[config.mk]
export PLATFORM = sky130hd
export DESIGN_NAME = rr_grant_encoder_flat
export DESIGN_NICKNAME = d
export VERILOG_FILES = /design/src/rtl/rr_grant_if.sv /design/src/rtl/rr_grant_encoder.sv /design/src/flat_wrapper.sv
export SDC_FILE = /design/constraint.sdc
export NUM_CORES = 1
export LEC_CHECK = 0
export ABC_AREA = 1
export ABC_CLOCK_PERIOD_IN_PS = 2200
export CORE_AREA = 2 2 39 41
export CTS_CLUSTER_DIAMETER = 80
export DETAILED_ROUTE_END_ITERATION = 7
export DIE_AREA = 0 0 41 43
export GPL_TIMING_DRIVEN = 0
export PLACE_DENSITY_LB_ADDON = 0.15
export SKIP_LAST_GASP = 1
export SLEW_MARGIN = 20
export SYNTH_ARGS = -nofsm -noshare
export SYNTH_HDL_FRONTEND = slang
export SYNTH_SLANG_ARGS = --single-unit
[constraint.sdc]
create_clock -name clk -period 2.2 [get_ports clk]
set_clock_uncertainty 0.2 [all_clocks]
set_input_delay 0.44 -clock clk [delete_from_list [all_inputs] [get_ports clk]]
set_output_delay 0.44 -clock clk [all_outputs]
set_load 0.01 [all_outputs]
[src/rtl/rr_grant_if.sv]
// Request/grant bundle between requesters (master) and rr_grant_encoder (slave).
interface rr_grant_if #(
  parameter int N = 4,
  parameter int W = $clog2(N)
);
  logic [N-1:0] req;
  logic         ack;
  logic         grant_valid;
  logic [W-1:0] grant_idx;
  logic [N-1:0] grant_oh;

  modport master (output req, ack, input grant_valid, grant_idx, grant_oh);
  modport slave  (input req, ack, output grant_valid, grant_idx, grant_oh);
endinterface

[src/rtl/rr_grant_encoder.sv]
// Registered request arbiter presenting the winner as index + one-hot, held until ack.
// Define RR_GRANT_ROUND_ROBIN_EN for a rotating priority pointer; otherwise lowest index wins.
module rr_grant_encoder #(
  parameter int N = 4,
  parameter int W = $clog2(N)
) (
  input  logic      clk,
  input  logic      rst_n,
  rr_grant_if.slave bus
);

  typedef enum logic {IDLE, GRANT} state_t;

  state_t       state;
  logic [W-1:0] ptr;
  logic [W-1:0] arb_ptr;
  logic [N-1:0] arb_req;
  logic         rearb;
  logic         found;
  logic [W-1:0] win;
  logic [W:0]   sum;
  logic [N-1:0] win_oh;

`ifdef RR_GRANT_ROUND_ROBIN_EN
  logic [W-1:0] inc_idx;
  assign inc_idx = (bus.grant_idx == W'(N-1)) ? '0 : bus.grant_idx + 1'b1;

  // Pointer only moves on a consumed grant; a withdrawal leaves it alone.
  always_ff @(posedge clk or negedge rst_n) begin
    if (!rst_n)                        ptr <= '0;
    else if (state == GRANT && bus.ack) ptr <= inc_idx;
  end
`else
  assign ptr = '0;
`endif

  always_comb begin
    rearb   = 1'b0;
    arb_req = bus.req;
    arb_ptr = ptr;
    case (state)
      IDLE: rearb = 1'b1;
      GRANT: begin
        if (bus.ack) begin
          rearb                  = 1'b1;
          arb_req[bus.grant_idx] = 1'b0;
`ifdef RR_GRANT_ROUND_ROBIN_EN
          arb_ptr = inc_idx;
`endif
        end else if (!bus.req[bus.grant_idx]) begin
          rearb = 1'b1;
        end
      end
      default: rearb = 1'b0;
    endcase
  end

  // Walk the search order backwards so the nearest-to-pointer hit is written last.
  always_comb begin
    found = 1'b0;
    win   = '0;
    sum   = '0;
    for (int k = N - 1; k >= 0; k--) begin
      sum = {1'b0, arb_ptr} + (W+1)'(k);
      if (sum >= (W+1)'(N)) sum = sum - (W+1)'(N);
      if (arb_req[sum[W-1:0]]) begin
        found = 1'b1;
        win   = sum[W-1:0];
      end
    end
  end

  assign win_oh = {{(N-1){1'b0}}, 1'b1} << win;

  always_ff @(posedge clk or negedge rst_n) begin
    if (!rst_n) begin
      state           <= IDLE;
      bus.grant_valid <= 1'b0;
      bus.grant_idx   <= '0;
      bus.grant_oh    <= '0;
    end else if (rearb) begin
      if (found) begin
        state           <= GRANT;
        bus.grant_valid <= 1'b1;
        bus.grant_idx   <= win;
        bus.grant_oh    <= win_oh;
      end else begin
        state           <= IDLE;
        bus.grant_valid <= 1'b0;
        bus.grant_oh    <= '0;
      end
    end
  end

endmodule
[src/flat_wrapper.sv]
// flat-port wrapper written by rule: the top's interface ports become plain ports
module rr_grant_encoder_flat 
#(
  parameter int N = 4,
  parameter int W = $clog2(N)
)
  (clk, rst_n, bus_req, bus_ack, bus_grant_valid, bus_grant_idx, bus_grant_oh);
  rr_grant_if #(.N(N), .W(W)) bus_i ();
  input  logic clk;
  input  logic rst_n;
  input wire logic [$bits(bus_i.req)-1:0] bus_req;
  input wire logic [$bits(bus_i.ack)-1:0] bus_ack;
  output wire logic [$bits(bus_i.grant_valid)-1:0] bus_grant_valid;
  output wire logic [$bits(bus_i.grant_idx)-1:0] bus_grant_idx;
  output wire logic [$bits(bus_i.grant_oh)-1:0] bus_grant_oh;
  assign bus_i.req = bus_req;
  assign bus_i.ack = bus_ack;
  assign bus_grant_valid = bus_i.grant_valid;
  assign bus_grant_idx = bus_i.grant_idx;
  assign bus_grant_oh = bus_i.grant_oh;
  rr_grant_encoder #(.N(N), .W(W)) u_core (.clk(clk), .rst_n(rst_n), .bus(bus_i));
endmodule
==> qor.yml <==
synth:
  synth.ff_latch_count: 7
  netlist.area_leader.share_pct: 40.9
  avgSynthCellArea_um2: 6.90
  yosys.cell_types.count: 10
  yosys-top-cells-area: "sky130_fd_sc_hd__dfrtp_1, sky130_fd_sc_hd__nand2_1, sky130_fd_sc_hd__nand2_2"
  primary_flip_flop_cell_chosen_by_synthesis_mapping: "sky130_fd_sc_hd__dfrtp_1"
  synth_commonest_cells: "sky130_fd_sc_hd__nand2_1, sky130_fd_sc_hd__inv_1, sky130_fd_sc_hd__dfrtp_1"
  synthCells: 62
  ys_async_sr_fraction_pct: 100
  synthesis.area_um2: 428
  synth.most_common_cell: "sky130_fd_sc_hd__nand2_1"
  synth_fp_nets: 69
  synthDominantAreaCellType: "sky130_fd_sc_hd__dfrtp_1"
  synth_enable_flop_cells: 0
  ys.warnings.count: 0
  synth.yosys.seq_area_share_pct: 40.9
cells_and_area:
  flow.area_growth_from_synthesis_pct: 41.2
  multiInputGateArea_um2: 219
  drive_above_1_share_pct: 13.9
  filler_instances: 146
  fin_nets: 87
  layout.area.seq_um2: 175
  antenna-diode-count: 0
power:
  peakVddDrop_v: 0.000498
  power_per_cell_area_nw_per_um2: 933
  power_leakage_uw: 0.000300
global_route:
  global_route.usage.met1_pct: 18.1
  grt_busiest_layer: "met2"
  groute.layer.met3.usage_pct: 7.85
  grt_pass1_vias: 371
  grt_start_max_net_pins: 9
  number_of_antenna_violations_at_the_first_check_in_global_routing: 0
  grt_util_met2_pct: 20.6
  gr-usage-all-layers_pct: 14.1
  grt-ovfl-total: 0
  grt_first_pass_wirelength_um: 1610
detailed_routing:
  detailroute.via_count: 436
  drt-vias-per-instance: 4.59
  post_drt_antenna_nets: 0
  remaining_drc_errors: 0
  drt_wl_total_um: 964
  initial_drt_pass_iterations: 4
  wl_per_cell_um: 10.1
  drt_iter0_drc: 15
clock_network:
  clock-root-buffer: "sky130_fd_sc_hd__clkbuf_4"
  tritoncts: "yes"
  ctsResizeCount: 0
  cts_buffer_depth: 2
  cts-buffers-inserted: 3
  cts_setup_buffers: 0
  number_of_clock_sinks: 7
  number_of_hold_buffers_added_after_cts: 0
  h-tree-depth: 1
  clk-insertion-delay-late_ns: 0.25
  clkTransAtPathRegs_ns: 0.05
placement:
  placement.io_buffers: 13
  weighted_congestion_at_the_end_of_routability_driven_global_placement: 0.760
  worst_slack_placed_ns: 0.229
  dp_hpwl_um: 739
worst_setup_path:
  arrival_ns: 1.33
  endpoint_kind: "output port"
  slowest_library_cell_on_the_worst_path: "sky130_fd_sc_hd__clkdlybuf4s50_1"
  largest_fanout_of_any_net_on_the_critical_path: 8
  reg2reg_slack_ns: 0.75
  worst_path_dominant_cell_family: "buffers and inverters"
  criticalPathCategory: "reg -> out"
  critPathLaunchType: "register"
  worst_path_largest_cell_delay_ns: 0.59
  crit_path_cell_trace: "clkdlybuf4s50_1"
  required_ns: 1.56
  critical_path_buf_inv_count: 1
run:
  max_capacitance_violation_count: 0
floorplanning:
  horiz_die_dim_um: 41
  fp.coreArea_um2: 1380
  initial_utilization_pct: 30.9
  die_area_um2: 1760
  rows: 14
  pin_count: 14
  die_height_um: 43
sta:
  grt_setup_unrepaired: "no"
  setup-tns-final_ns: 0
  timing.fmax_ghz: 0.506
  timing.final.max_slew_violations: 0
  period_utilization_post_route_pct: 89.8
  layout_min_cycle_time_ns: 1.97
  post-route-worst-setup-slack_ns: 0.225
  timing_hold_violations_final: 0
  setup-violations-final: 0
  slew-limit-headroom_pct: 78.3
  tightestPinTransition_ns: 0.325
worst_hold_path:
  min_path_type: "in -> async"
run_status:
  status: "complete, no violations"
-- cell families (layout without fill, tap and decap cells) --
group | Yosys count | in the layout | synth area share (%)
AND/OR/NAND/NOR | 40 | 40 | 42.4
buffers and inverters | 9 | 26 | 7.89
AO/OA/AOI/OAI | 6 | 6 | 8.77
flip-flops | 7 | 7 | 40.9
-- flip-flops by register name, summed over array words and instances, names as in the netlist --
| name | cells |
|---|---|
| u_core.bus.grant_valid | 1 |
| u_core.bus.grant_idx | 2 |
| u_core.bus.grant_oh | 4 |
-- layer usage --
metal / share of wire [%] / routed length [um]
met1: 45 / 436
met5: 0 / 0
met3: 5.5 / 53
met2: 49 / 473
met4: 0 / 0
-- report_power, final --
part	switching, uW	internal [uW]
Clock	48.3	69.3
Sequential	36.8	163
Combinational	132	115
Total	217	347
-- cells in the final DEF (no fill, tap or decap) --
cell / instances
sky130_fd_sc_hd__clkdlybuf4s50_1: 13
sky130_fd_sc_hd__nor2_1: 4
sky130_fd_sc_hd__dfrtp_1: 7
sky130_fd_sc_hd__o21ai_1: 4
sky130_fd_sc_hd__nand2_2: 5
sky130_fd_sc_hd__inv_1: 8
sky130_fd_sc_hd__clkbuf_4: 3
sky130_fd_sc_hd__o21ai_2: 2
sky130_fd_sc_hd__clkbuf_1: 1
sky130_fd_sc_hd__nand2_1: 21
sky130_fd_sc_hd__nand4_1: 5
sky130_fd_sc_hd__nand3_1: 5
sky130_fd_sc_hd__inv_2: 1
-- area by class of cell --
type,instances,area share [%]
inverters,9,5.59
well taps,16,3.31
clock buffers,4,4.35
repair buffers,13,21.5
flip-flops and latches,7,29.0
multi-input cells,46,36.2
-- per-stage QoR --
stage	utilization [%]	std cells	total power (uW)	hold slack, ns	cell area (um^2)
final	43.7	95	564	0.252	604
after global routing	43.7	95	617	0.273	604
after CTS	43.7	95	572	0.264	604
after detailed placement	41.8	91	452	0.280	578
after global placement	41.8	91	451	0.273	578
after floorplan	-	62	337	-0.0556	428
-- worst paths after layout --
path	from	to	cells after the start
setup / recovery	u_core.bus.grant_idx[0]$_DFFE_PN0P_	bus_grant_idx[0]	1
hold / removal	rst_n	u_core.bus.grant_oh[0]$_DFFE_PN0N_	1
setup reg to reg	u_core.bus.grant_idx[0]$_DFFE_PN0P_	u_core.bus.grant_oh[1]$_DFFE_PN0N_	8
hold reg to reg	u_core.bus.grant_oh[2]$_DFFE_PN0N_	u_core.bus.grant_oh[2]$_DFFE_PN0N_	2
max in group asynchronous	rst_n	u_core.bus.grant_valid$_DFFE_PN0N_	1
min in group clk	u_core.bus.grant_oh[2]$_DFFE_PN0N_	u_core.bus.grant_oh[2]$_DFFE_PN0N_	2
No activity file was read; power rests on OpenSTA's default activity.
